<file path="src/rtl/frame_deserializer_if.sv">
// Serial receive bus of the frame deserializer.
//   rx_bit          : serial line, one bit per clk, MSB first, idle 0
//   rx_frame        : last accepted 16-bit frame {SFD, dst, src, payload}
//   frame_rx_valid  : one-cycle pulse when rx_frame is updated
//   rx_src          : src field of the last accepted frame
//   rx_payload      : payload field of the last accepted frame
//   accept_count    : saturating count of accepted frames
//   drop_count      : saturating count of filtered frames
//   busy            : high while a frame body is being received
// slave  : the deserializer side (consumes rx_bit, drives results)
// master : the line/host side (drives rx_bit, observes results)
interface frame_deserializer_if;
    logic        rx_bit;
    logic [15:0] rx_frame;
    logic        frame_rx_valid;
    logic [3:0]  rx_src;
    logic [3:0]  rx_payload;
    logic [7:0]  accept_count;
    logic [7:0]  drop_count;
    logic        busy;

    modport slave (
        input  rx_bit,
        output rx_frame, frame_rx_valid, rx_src, rx_payload,
               accept_count, drop_count, busy
    );

    modport master (
        output rx_bit,
        input  rx_frame, frame_rx_valid, rx_src, rx_payload,
               accept_count, drop_count, busy
    );
endinterface

</file>
<file path="src/rtl/frame_deserializer.sv">
// Serial frame receiver with destination/source address filtering.
//
// state | meaning
// ------+------------------------------------------------------------
// HUNT  | sliding 4-bit window searches for the SFD 4'b0101
// RECV  | shifting in the 12 body bits {dst, src, payload}
//
// Ports:
//   clk : rising-edge clock
//   rst : synchronous active-high reset
//   bus : frame_deserializer_if.slave (rx_bit in, results out)
//
// The accept/drop decision is registered on the cycle the last bit is
// sampled; outputs and counters update on the following edge. That second
// stage is independent of the FSM, so a new frame can start immediately.
module frame_deserializer #(
    parameter logic [3:0] MAC_ADDRESS = 4'hA,
    parameter logic [3:0] BCAST_ADDR  = 4'hF
) (
    input  logic                  clk,
    input  logic                  rst,
    frame_deserializer_if.slave   bus
);

    localparam logic [3:0] SFD = 4'b0101;

    typedef enum logic {HUNT = 1'b0, RECV = 1'b1} state_t;

    state_t      state_q,     state_d;
    logic [3:0]  win_q,       win_d;
    logic [2:0]  fill_q,      fill_d;
    logic [3:0]  bit_cnt_q,   bit_cnt_d;
    logic [11:0] sr_q,        sr_d;
    logic [15:0] pend_q,      pend_d;
    logic        acc_pend_q,  acc_pend_d;
    logic        drp_pend_q,  drp_pend_d;
    logic [15:0] rx_frame_q,  rx_frame_d;
    logic [3:0]  rx_src_q,    rx_src_d;
    logic [3:0]  rx_pay_q,    rx_pay_d;
    logic        valid_q,     valid_d;
    logic [7:0]  acc_cnt_q,   acc_cnt_d;
    logic [7:0]  drp_cnt_q,   drp_cnt_d;
    logic        busy_q,      busy_d;

    logic        addr_ok;

    always_comb begin
        state_d    = state_q;
        win_d      = win_q;
        fill_d     = fill_q;
        bit_cnt_d  = bit_cnt_q;
        sr_d       = sr_q;
        pend_d     = pend_q;
        acc_pend_d = 1'b0;
        drp_pend_d = 1'b0;
        rx_frame_d = rx_frame_q;
        rx_src_d   = rx_src_q;
        rx_pay_d   = rx_pay_q;
        valid_d    = 1'b0;
        acc_cnt_d  = acc_cnt_q;
        drp_cnt_d  = drp_cnt_q;
        addr_ok    = 1'b0;

        case (state_q)
            HUNT: begin
                win_d  = {win_q[2:0], bus.rx_bit};
                fill_d = (fill_q == 3'd4) ? 3'd4 : fill_q + 3'd1;
                // The fill requirement keeps a freshly cleared window
                // (0000 + "101") from masquerading as an SFD.
                if (win_d == SFD && fill_d == 3'd4) begin
                    state_d   = RECV;
                    bit_cnt_d = 4'd0;
                end
            end
            RECV: begin
                sr_d = {sr_q[10:0], bus.rx_bit};
                if (bit_cnt_q == 4'd11) begin
                    state_d   = HUNT;
                    win_d     = 4'd0;
                    fill_d    = 3'd0;
                    bit_cnt_d = 4'd0;
                    pend_d    = {SFD, sr_d};
                    // Own src means the frame looped back through the switch.
                    addr_ok   = (sr_d[11:8] == MAC_ADDRESS || sr_d[11:8] == BCAST_ADDR)
                                && (sr_d[7:4] != MAC_ADDRESS);
                    acc_pend_d = addr_ok;
                    drp_pend_d = !addr_ok;
                end else begin
                    bit_cnt_d = bit_cnt_q + 4'd1;
                end
            end
            default: state_d = HUNT;
        endcase

        if (acc_pend_q) begin
            rx_frame_d = pend_q;
            rx_src_d   = pend_q[7:4];
            rx_pay_d   = pend_q[3:0];
            valid_d    = 1'b1;
            if (acc_cnt_q != 8'hFF) acc_cnt_d = acc_cnt_q + 8'd1;
        end
        if (drp_pend_q && drp_cnt_q != 8'hFF) drp_cnt_d = drp_cnt_q + 8'd1;

        busy_d = (state_d == RECV);
    end

    always_ff @(posedge clk) begin
        if (rst) begin
            state_q    <= HUNT;
            win_q      <= 4'd0;
            fill_q     <= 3'd0;
            bit_cnt_q  <= 4'd0;
            sr_q       <= 12'd0;
            pend_q     <= 16'd0;
            acc_pend_q <= 1'b0;
            drp_pend_q <= 1'b0;
            rx_frame_q <= 16'h0000;
            rx_src_q   <= 4'd0;
            rx_pay_q   <= 4'd0;
            valid_q    <= 1'b0;
            acc_cnt_q  <= 8'd0;
            drp_cnt_q  <= 8'd0;
            busy_q     <= 1'b0;
        end else begin
            state_q    <= state_d;
            win_q      <= win_d;
            fill_q     <= fill_d;
            bit_cnt_q  <= bit_cnt_d;
            sr_q       <= sr_d;
            pend_q     <= pend_d;
            acc_pend_q <= acc_pend_d;
            drp_pend_q <= drp_pend_d;
            rx_frame_q <= rx_frame_d;
            rx_src_q   <= rx_src_d;
            rx_pay_q   <= rx_pay_d;
            valid_q    <= valid_d;
            acc_cnt_q  <= acc_cnt_d;
            drp_cnt_q  <= drp_cnt_d;
            busy_q     <= busy_d;
        end
    end

    assign bus.rx_frame       = rx_frame_q;
    assign bus.rx_src         = rx_src_q;
    assign bus.rx_payload     = rx_pay_q;
    assign bus.frame_rx_valid = valid_q;
    assign bus.accept_count   = acc_cnt_q;
    assign bus.drop_count     = drp_cnt_q;
    assign bus.busy           = busy_q;

endmodule

</file>
<file path="src/flat_wrapper.sv">
// flat-port wrapper written by rule: the top's interface ports become plain ports
module frame_deserializer_flat 
#(
    parameter logic [3:0] MAC_ADDRESS = 4'hA,
    parameter logic [3:0] BCAST_ADDR  = 4'hF
)
  (clk, rst, bus_rx_bit, bus_rx_frame, bus_frame_rx_valid, bus_rx_src, bus_rx_payload, bus_accept_count, bus_drop_count, bus_busy);
  frame_deserializer_if bus_i ();
  input  logic clk;
  input  logic rst;
  input wire logic [$bits(bus_i.rx_bit)-1:0] bus_rx_bit;
  output wire logic [$bits(bus_i.rx_frame)-1:0] bus_rx_frame;
  output wire logic [$bits(bus_i.frame_rx_valid)-1:0] bus_frame_rx_valid;
  output wire logic [$bits(bus_i.rx_src)-1:0] bus_rx_src;
  output wire logic [$bits(bus_i.rx_payload)-1:0] bus_rx_payload;
  output wire logic [$bits(bus_i.accept_count)-1:0] bus_accept_count;
  output wire logic [$bits(bus_i.drop_count)-1:0] bus_drop_count;
  output wire logic [$bits(bus_i.busy)-1:0] bus_busy;
  assign bus_i.rx_bit = bus_rx_bit;
  assign bus_rx_frame = bus_i.rx_frame;
  assign bus_frame_rx_valid = bus_i.frame_rx_valid;
  assign bus_rx_src = bus_i.rx_src;
  assign bus_rx_payload = bus_i.rx_payload;
  assign bus_accept_count = bus_i.accept_count;
  assign bus_drop_count = bus_i.drop_count;
  assign bus_busy = bus_i.busy;
  frame_deserializer #(.MAC_ADDRESS(MAC_ADDRESS), .BCAST_ADDR(BCAST_ADDR)) u_core (.clk(clk), .rst(rst), .bus(bus_i));
endmodule
</file>
<file path="config.mk">
export PLATFORM = sky130hd
export DESIGN_NAME = frame_deserializer_flat
export DESIGN_NICKNAME = d
export VERILOG_FILES = /design/src/rtl/frame_deserializer_if.sv /design/src/rtl/frame_deserializer.sv /design/src/flat_wrapper.sv
export SDC_FILE = /design/constraint.sdc
export NUM_CORES = 1
export LEC_CHECK = 0
export ABC_AREA = 1
export BUFFER_PORTS_ARGS = -buffer_cell sky130_fd_sc_hd__buf_2
export CELL_PAD_IN_SITES_DETAIL_PLACEMENT = 1
export CELL_PAD_IN_SITES_GLOBAL_PLACEMENT = 2
export CORE_UTILIZATION = 34
export DETAILED_ROUTE_END_ITERATION = 8
export PLACE_DENSITY_LB_ADDON = 0.1
export SLEW_MARGIN = 10
export SYNTH_ARGS = -nofsm -noshare
export SYNTH_HDL_FRONTEND = slang
export SYNTH_SLANG_ARGS = --single-unit
</file>
<file path="constraint.sdc">
create_clock -name clk -period 1.9 [get_ports clk]
set_input_delay 0.38 -clock clk [delete_from_list [all_inputs] [get_ports clk]]
set_output_delay 0.38 -clock clk [all_outputs]
set_load 0.1 [all_outputs]
</file>
[Word level (Yosys, flattened, before mapping)]
Index checks and enable logic that the tools add are counted.
Word-level totals
  memories kept: 0
  ROM bits: 0
  RAM bits: 0
  input bits: 3
  logic and storage cells: 51
  register bits: 75
  output and inout port bits: 42
  bits in latches: 0
Cells by class
  mux-type cells: 12
  shift-type cells: 0
  divide/modulo/power cells: 0
  multipliers: 0
  equal/unequal tests: 11
  $add $sub $neg: 4
  bitwise logic cells: 2
  reductions and logical operators: 8
  magnitude comparators: 0
Operators by type and width (count)
  adder 8 x 1 -> 8 bit (second input constant): 2
  != test 8 bit (second input constant): 2
  equality test 4 bit (second input constant): 3
  one-hot mux 3 bit (2 select lines): 2
  2-to-1 mux 3 bit: 3
  2-to-1 mux 4 bit: 2
  one-hot mux 4 bit (2 select lines): 1
  equality test 3 bit (second input constant): 2
  adder 4 x 1 -> 4 bit (second input constant): 1
  equality test 4 x 3 -> 1 bit (second input constant): 1
  != test 4 bit (second input constant): 1
  AND reduction 2 bit: 2
  adder 3 x 1 -> 3 bit (second input constant): 1
  logical AND 1 bit: 3
  2-to-1 mux 1 bit: 3
  OR reduction 3 bit: 1
  != test 2 x 1 -> 1 bit (second input constant): 1
  != test 2 bit (second input constant): 1
  inverter 1 bit: 2
  one-hot mux 1 bit (2 select lines): 1
  logical NOT 1 bit: 1
  logical OR 1 bit: 1

[Logic depth before layout (Yosys ltp)]
Gate-level depths: netlist of the first run.
  depth after elaboration: 6
  mapped depth: 10
  depth with buffers taken out: 10

[Least setup slack after synthesis of the first run]
OpenSTA, ideal clock, no wires.
  path type: register to register
  start: register u_core.acc_cnt_q[1] (netlist: u_core.bus.accept_count[1])
  end: register u_core.acc_cnt_q[2] (netlist: u_core.bus.accept_count[2])
  path buffers: 0
  data required time: 1.781 ns
  stages on the path, launching flop included: 9
  arrival: 1.934 ns
  setup time: 0.119 ns
  clock period less this slack: 2.053 ns
  setup slack: -0.153 ns
  cell sequence: dfxtp_1 > ha_1 > nand2_1 > nor2_2 > nand2_2 > nand2_4 > inv_4 > a21oi_1 > nor2_1
On the way
  word-level cells in the longest chain between the ends: 2
  elaborated cells on any way between the ends: 3
  those cells by class: add/sub: 1; eq/ne: 1; reduce/logical: 1
Ends and longest elaborated chain
  from (decl): line frame_deserializer.sv:41  | logic [7:0] acc_cnt_q, acc_cnt_d;
  from (signal assigned): line frame_deserializer.sv:137  | acc_cnt_q <= acc_cnt_d;
  branches (longest 2 deep; another with adder 8 x 1 -> 8 bit)
Parallel ways; which one is timed is not known.
A chain may end at the register's enable or synchronous reset.

[Worst setup path after layout of the first run]
  start: register u_core.acc_cnt_q[4] (netlist: u_core.bus.accept_count[4])
  end: output bus_accept_count[4]
RTL lines
  to (decl): line flat_wrapper.sv:16  | output wire logic [$bits(bus_i.accept_count)-1:0] bus_accept_count;
No word-level cell between the ends.

==> impl_metrics.tcl, run 1 <==
set metrics [dict create \
    path_class "flip-flop to output port" \
    finalNetCount 404 \
    yosysUniqueCellTypes 31 \
    area_growth_pct 15.6 \
    die_h_um 93.1 \
    std_cell_rows 32 \
    start_util 0.358 \
    ctsHoldBuffers 0 \
    path_cells "buf_2" \
    grt_start_max_net_pins 33 \
    finalWorstSetupSlack_ns 0.268 \
    ys_seq_area_frac 0.475 \
    rsz0062_at_grt "false" \
    route.vias.total 2373 \
    drc 0 \
    setup-violations-final 0 \
    dr.pass1.iters 4 \
    insertedDiodeCount 0 \
    peakVddDrop_uv 323 \
    die-area_um2 8670 \
    ant_nets 0 \
    hold_path.class "input pin to flip-flop" \
    crit_path_start_kind "flip-flop" \
    cp_num_buf_inv 1 \
    layout_worst_path_cycle_share 0.859 \
    cts_buffers 9 \
    path_delay_family "buffers and inverters" \
    power_density_nw_per_um2 848 \
    slowest_stage "buf_2" \
    wirelength_um 6220 \
    cts_resized 0 \
    antenna_found_initial 0 \
    fin_skew_ns 0.00680 \
    clkTransAtPathRegs_ns 0.07 \
    stdcell_area_um2 3260 \
    synth_common_cells "dfxtp_1 (67), nand2_1 (53), inv_1 (40)" \
    die_x_um 93.1 \
    grt_usage 0.158 \
    period_minus_slack_ns 1.63 \
    core_area_um2 7890 \
    status "completed" \
    slowest_delay_ns 0.47 \
    timing.final.max_slew_violations 0 \
    fmax_ghz 0.613 \
    synthFlopType "dfxtp_1" \
    async_flop_share 0 \
    place_hpwl_um 4320 \
    gp_congestion 0.727 \
    arrival_ns 1.25 \
    drt_iter0_markers 45 \
    min_path_cells 3 \
    htree_levels 3 \
    grt_overflow 0 \
    drive_gt1_frac 0.219 \
    grt_pass1_wl_um 10800 \
    synth_edf_count 0 \
    synth_most_common_cell "dfxtp_1" \
    post-route-util 0.414 \
    grt_pass1_vias 2295 \
    worst_setup_path_end_kind "output port" \
    critical_path_required_ns 1.52 \
    cp.depth 1 \
    placed_area_um2 3060 \
    worst_r2r_path_depth 7 \
    synth_seq_cells 67 \
    wire_per_inst_um 12.4 \
    netlist.area_leader.share 0.475 \
    synthTopCellsByArea "dfxtp_1 (48%), nand2_1 (7.0%), o21ai_0 (6.6%), a21oi_1 (6.0%), inv_1 (5.3%)" \
    port_buffers 42 \
    vias_per_cell 4.72 \
    whs_ns 0.331 \
    clockBufferDepth 2 \
    synth_top_area_cell "dfxtp_1" \
    postCtsSetupBuffers 0 \
    maxCapViolCount 0 \
    netlist_instances 364 \
    pin_count 45 \
    pre_cts_ws_ns 0.245 \
    synth_area_per_cell_um2 7.75 \
    synthesis.area_um2 2820 \
    crit_fanout 5 \
    cts_tree "built" \
    hold_violations 0 \
    insertion_delay_ns 0.33 \
    numClockSinks 67 \
    cts-root-buf "clkbuf_8" \
    cellLeakagePower_nw 1.38 \
    ys_warn_count 0 \
    timing.setup.tns_ns 0 \
]
registers in the layout, summed over array words and instances (netlist names), 3 cells and up:
| signal | cells |
|---|---|
| u_core.pend_q | 13 |
| u_core.bus.accept_count | 8 |
| u_core.bus.drop_count | 8 |
| u_core.bus.rx_payload | 3 |
| u_core.bus.rx_src | 3 |
| u_core.fill_q | 3 |
| u_core.bus.rx_frame | 7 |
| u_core.win_q | 3 |
| u_core.bit_cnt_q | 4 |
| u_core.sr_q | 11 |
cell type report:
| type | count | area (µm²) |
|---|---|---|
| Fill cell | 991 | 4620 |
| Timing Repair Buffer | 45 | 260 |
| Sequential cell | 67 | 1350 |
| Tap cell | 102 | 128 |
| Clock buffer | 12 | 155 |
| Inverter | 45 | 171 |
| Multi-Input combinational cell | 228 | 1150 |
| Clock inverter | 4 | 48.8 |
per-layer routing:
metal,part of all wire,vias to the layer above,track usage
li1,-,1224,-
met1,0.51,1104,0.208
met2,0.45,35,0.252
met3,0.026,10,0.0317
met4,0.017,0,0.0654
met5,0,-,0
worst min-delay path: cells and delay by family:
family          cells  cell delay, ns
compound gates      1            0.06
buf+inv             1            0.12
simple gates        1            0.06
final timing paths:
kind	start	end	slack, ns
worst max-delay path	u_core.bus.accept_count[4]	bus_accept_count[4]	0.27
worst min-delay path	bus_rx_bit	u_core.win_q[0]	0.33
worst max register to register	u_core.bit_cnt_q[0]	u_core.pend_q[8]	0.37
worst min register to register	u_core.pend_q[12]	u_core.pend_q[12]	0.46
metrics by stage:
stage,total power [mW],instances
after floorplan,1.57,365
after global placement,1.59,487
after detailed placement,1.59,487
after CTS,2.83,503
after global routing,2.89,503
final,2.77,503
cell usage in the layout, fill, tap and decap left out, drive strengths merged:
| master | n |
|---|---|
| inv | 44 |
| dfxtp | 67 |
| nor2b | 1 |
| xnor2 | 1 |
| buf | 45 |
| ha | 5 |
| nor3 | 7 |
| nand3 | 23 |
| a31oi | 1 |
| o22ai | 6 |
| nand2 | 59 |
| bufinv | 1 |
| nand4 | 4 |
| clkinv | 4 |
| clkbuf | 12 |
| o21ai | 40 |
| xor2 | 1 |
| nor2 | 44 |
| conb | 2 |
| a21oi | 34 |
power by group:
group          internal (mW)  switching, mW
logic                 0.0380         0.0823
registers               1.42         0.0141
clock network          0.677          0.536
cell families after synthesis:
kind of cell | after synthesis | share of synthesized area
other cells | 1 | 0.00133
simple gates | 138 | 0.216
xor+xnor | 2 | 0.00621
fa+ha+maj | 5 | 0.0222
buf+inv | 70 | 0.117
compound gates | 81 | 0.161
flops | 67 | 0.475
(Power assumes the default switching activity.)
==> run 2: changes to the inputs <==
CORE_UTILIZATION = 32   (was 34)
GPL_TIMING_DRIVEN = 0   (was default)
clock period = 1.7 ns   (was 1.9 ns; I/O delays follow)
==> impl_metrics.tcl, run 2 (synthesis results as in run 1) <==
set metrics [dict create \
    use_met2 0.267 \
    core_area_um2 8380 \
    wire_per_inst_um 12.9 \
    arrival_ns 1.19 \
    cellLeakagePower_nw 1.47 \
    grt_overflow 0 \
    area_growth_pct 21.1 \
    pre_cts_ws_ns 0.222 \
    largest_reg_flops 13 \
    swShare 0.236 \
    worst_r2r_path_depth 6 \
    grt_pass1_wl_um 11300 \
    gp_congestion 0.700 \
    place_hpwl_um 4830 \
    drive_gt1_frac 0.298 \
    use_met1 0.207 \
    finalWorstSetupSlack_ns 0.170 \
    postCtsSetupBuffers 0 \
    route.vias.total 2478 \
    worst_setup_path_end_kind "output port" \
    dr.pass1.iters 4 \
    start_util 0.337 \
    clkTransAtPathRegs_ns 0.08 \
    pin_count 45 \
    final_common_cell "nand2_1" \
    min_from "rst" \
    clockBufferDepth 2 \
    seq_power_share 0.497 \
    timing.setup.tns_ns 0 \
    period_minus_slack_ns 1.53 \
    relSlewSlack 0.645 \
    status "completed" \
    busiest_layer "met2" \
    peakVddDrop_uv 410 \
    min_path_cells 2 \
    grt_pass1_vias 2333 \
    r2r_start "u_core.fill_q[0]" \
    drc 0 \
    insertedDiodeCount 0 \
    worstReg2RegEnd "u_core.bit_cnt_q[1]" \
    p_comb_frac 0.045 \
    critical_path_required_ns 1.36 \
    power_switching_mw 0.759 \
    layout_worst_path_cycle_share 0.900 \
    final_cell_mix "nand2_1 (53), buf_2 (47), dfxtp_1 (41)" \
    r2r_slack_ns 0.25 \
    ctsHoldBuffers 0 \
    fmax_ghz 0.653 \
    cts_buffers 9 \
    finalNetCount 426 \
    drt_iter0_markers 74 \
    cts-root-buf "clkbuf_8" \
    grt_start_max_net_pins 13 \
    maxCapViolCount 0 \
    hold_path.class "input pin to flip-flop" \
    htree_levels 3 \
    numClockSinks 67 \
    cts_resized 0 \
    biggestRegsByFlops "u_core.pend_q: 13 flops, u_core.sr_q: 11 flops" \
    fin_skew_ns 0.00958 \
    fill_cells 1041 \
    port_buffers 42 \
    vias_per_cell 4.69 \
    timing.final.max_slew_violations 0 \
    intPower_mw 2.46 \
    setup-violations-final 0 \
    grt_usage 0.163 \
    cts_tree "built" \
    power_density_nw_per_um2 943 \
    power_frac_clock 0.458 \
    hold_violations 0 \
    crit_fanout 3 \
    die_x_um 95.9 \
    ant_nets 0 \
    antenna_found_initial 0 \
    use_met3 0.0316 \
    die-area_um2 9200 \
    rsz0062_at_grt "false" \
    hold_path_end "u_core.bus.accept_count[4]" \
    die_h_um 95.9 \
    worst_slew_pin_slew_ns 0.532 \
    wirelength_um 6810 \
    regMostFlops "u_core.pend_q" \
    std_cell_rows 33 \
    crit_path_start_kind "flip-flop" \
    path_class "flip-flop to output port" \
    insertion_delay_ns 0.35 \
]
[run 2: changes by cell type in the layout (fill, tap and decap cells not counted), sizes merged]
cell,delta
clkinv,-2
inv,+1
buf,+18
bufinv,+1
clkbuf,+2
clkinvlp,+2
[run 2: power by group through the flow]
stage,Clock (mW),Sequential (mW),Combinational (mW)
2_1_floorplan,0,1.64,0.112
3_3_place_gp,0,1.64,0.144
3_5_place_dp,0,1.64,0.147
4_1_cts,1.53,1.60,0.147
5_1_grt,1.60,1.60,0.169
6_report,1.48,1.60,0.144
[run 2: cell type report]
type / instances / area, µm² / area share
Buffer: 25 / 160 / 0.0469
Clock inverter: 6 / 88.8 / 0.0260
Tap cell: 105 / 131 / 0.0384
Timing Repair Buffer: 42 / 210 / 0.0615
Sequential cell: 67 / 1370 / 0.402
Clock buffer: 10 / 128 / 0.0373
Inverter: 45 / 171 / 0.0502
Multi-Input combinational cell: 228 / 1150 / 0.338
[run 2: critical path, stage by stage, from the launching register on]
cell and delay (ns):
dfxtp_2 0.34, buf_4 0.10, buf_2 0.41
[run 2: per-stage QoR]
stage	cell area, µm²	util	cells	power, mW	hold WS (ns)
after floorplan	2860	-	365	1.75	0.402
after detailed placement	3200	0.382	512	1.79	0.442
after CTS	3420	0.408	528	3.28	0.179
final	3420	0.408	528	3.22	0.186
after global routing	3420	0.408	528	3.38	0.186
after global placement	3200	0.382	512	1.78	0.440
[run 2: layer usage]
metal	vias up	wire length, µm
met3	9	203
met2	37	3210
met4	0	89
met5	-	0
met1	1162	3310
li1	1270	-
[run 2: how the worst max path moves through the flow]
stage | from | cells after the start | end | slack (ns)
global route | u_core.bit_cnt_q[0] | 8 | u_core.pend_q[1] | 0.06
finish | u_core.bus.rx_frame[12] | 2 | bus_rx_frame[14] | 0.17
floorplan | u_core.bus.accept_count[1] | 8 | u_core.bus.accept_count[2] | 0.03
detailed placement | u_core.fill_q[0] | 6 | u_core.bit_cnt_q[1] | 0.22
global placement | u_core.fill_q[0] | 6 | u_core.bit_cnt_q[3] | 0.25
CTS | u_core.bus.rx_frame[12] | 2 | bus_rx_frame[14] | 0.15
==> run 3: changes to the inputs <==
CORE_UTILIZATION = 29   (was 32)
GPL_TIMING_DRIVEN = 1   (was 0)
clock period = 1.4 ns   (was 1.7 ns; I/O delays follow)
==> impl_metrics.tcl, run 3 (synthesis results as in run 1) <==
set metrics [dict create \
    status "completed" \
    hold_path.class "input pin to flip-flop" \
    clockBufferDepth 2 \
    grt_start_max_net_pins 23 \
    port_buffers 42 \
    crit_fanout 3 \
    path_delay_family "buffers and inverters" \
    peakVddDrop_uv 406 \
    htree_levels 3 \
    die-area_um2 10100 \
    die_x_um 101 \
    std_cell_rows 35 \
    pin_count 45 \
    cts-root-buf "clkbuf_8" \
    start_util 0.303 \
    maxCapViolCount 0 \
    timing.final.max_slew_violations 0 \
    vias_per_cell 4.49 \
    dr.pass1.iters 4 \
    biggestRegsByFlops "u_core.pend_q: 13 flops, u_core.sr_q: 11 flops" \
    drt_iter0_markers 45 \
    wire_per_inst_um 12.5 \
    cts_buffers 9 \
    crit_path_start_kind "flip-flop" \
    largest_reg_flops 13 \
    worst_setup_path_end_kind "output port" \
    cp_num_buf_inv 1 \
    grt_pass1_vias 2330 \
    wirelength_um 6680 \
    ctsHoldBuffers 0 \
    grt_usage 0.143 \
    period_minus_slack_ns 1.38 \
    die_h_um 101 \
    drive_gt1_frac 0.322 \
    drc 0 \
    arrival_ns 1.10 \
    pre_cts_ws_ns -0.0498 \
    post-route-util 0.383 \
    antenna_found_initial 0 \
    path_class "flip-flop to output port" \
    seq_area_um2 1400 \
    insertedDiodeCount 0 \
    clkTransAtPathRegs_ns 0.08 \
    grt_pass1_wl_um 11300 \
    power_density_nw_per_um2 995 \
    grt_overflow 0 \
    cts_tree "built" \
    layout_worst_path_cycle_share 0.984 \
    regMostFlops "u_core.pend_q" \
    critical_path_required_ns 1.12 \
    numClockSinks 67 \
    slowest_delay_ns 0.42 \
    route.vias.total 2408 \
    slowest_stage "buf_2" \
    fin_skew_ns 0.0147 \
    final_cell_mix "nand2_1 (48), inv_1 (40), nor2_1 (39), dfxtp_1 (39), a21oi_1 (33)" \
    timing.setup.tns_ns 0 \
    core_area_um2 9330 \
    area_growth_pct 26.7 \
    finalWorstSetupSlack_ns 0.0222 \
    ant_nets 0 \
    fmax_ghz 0.726 \
    hold_violations 0 \
    rsz0062_at_grt "true" \
    finalNetCount 410 \
    gp_congestion 0.745 \
    path_cells "buf_2" \
    final_common_cell "nand2_1" \
    multi_input_area_um2 1260 \
    cellLeakagePower_nw 1.46 \
    setup-violations-final 0 \
    insertion_delay_ns 0.34 \
    fill_cells 1157 \
    place_hpwl_um 4610 \
]
run 3: cell types whose count changed in the layout (fill, tap and decap cells not counted), sizes merged:
cell | before | now
buf | 63 | 31
bufinv | 2 | 0
inv | 45 | 46
clkbuf | 14 | 29
clkinv | 2 | 6
clkinvlp | 2 | 0
run 3: tightest hold or removal path: stages:
cell	delay [ns]
buf_2	0.12
nand2_1	0.06
a21oi_1	0.06
run 3: power by group:
group	leakage (nW)	total, mW	switching (mW)	internal (mW)
Combinational	0.804	0.202	0.136	0.0668
Clock	0.0939	1.43	0.779	0.652
Sequential	0.558	1.93	0.0195	1.91
Total	1.46	3.56	0.934	2.63
run 3: timing repair:
action | in CTS | in global routing
pin swaps | 1 | 3
buffers inserted | 0 | 0
hold endpoints to repair | 0 | 0
setup endpoints to repair | 28 | 42
gates resized for setup | 19 | 36
run 3: metrics by stage:
| stage | std cells | hold slack (ns) | power (mW) | instance area, µm² |
|---|---|---|---|---|
| global placement | 520 | 0.438 | 2.14 | 3250 |
| detailed placement | 520 | 0.448 | 2.15 | 3250 |
| CTS | 536 | 0.227 | 3.62 | 3470 |
| finish | 536 | 0.235 | 3.56 | 3580 |
| global route | 536 | 0.253 | 3.74 | 3580 |
| floorplan | 365 | 0.339 | 2.10 | 2930 |
run 3: path summary, 6_finish.rpt:
path | startpoint | to | slack (ns) | depth (start not counted)
max reg2reg | u_core.bit_cnt_q[0] | u_core.pend_q[0] | 0.11 | 8
max | u_core.bus.rx_frame[3] | bus_rx_frame[3] | 0.02 | 1
min | bus_rx_bit | u_core.win_q[0] | 0.23 | 3
min reg2reg | u_core.pend_q[12] | u_core.pend_q[12] | 0.46 | 2
run 3: layer usage:
metal / global-route usage / part of all wire
met1: 0.183 / 0.48
met2: 0.238 / 0.48
met3: 0.0270 / 0.024
met4: 0.0569 / 0.013
met5: 0 / 0
run 3: final cells by class:
class | instances | area share
Multi-Input combinational cell | 228 | 0.351
Sequential cell | 67 | 0.393
Tap cell | 129 | 0.0451
Clock inverter | 7 | 0.0143
Clock buffer | 9 | 0.0346
Inverter | 45 | 0.0479
Timing Repair Buffer | 51 | 0.114
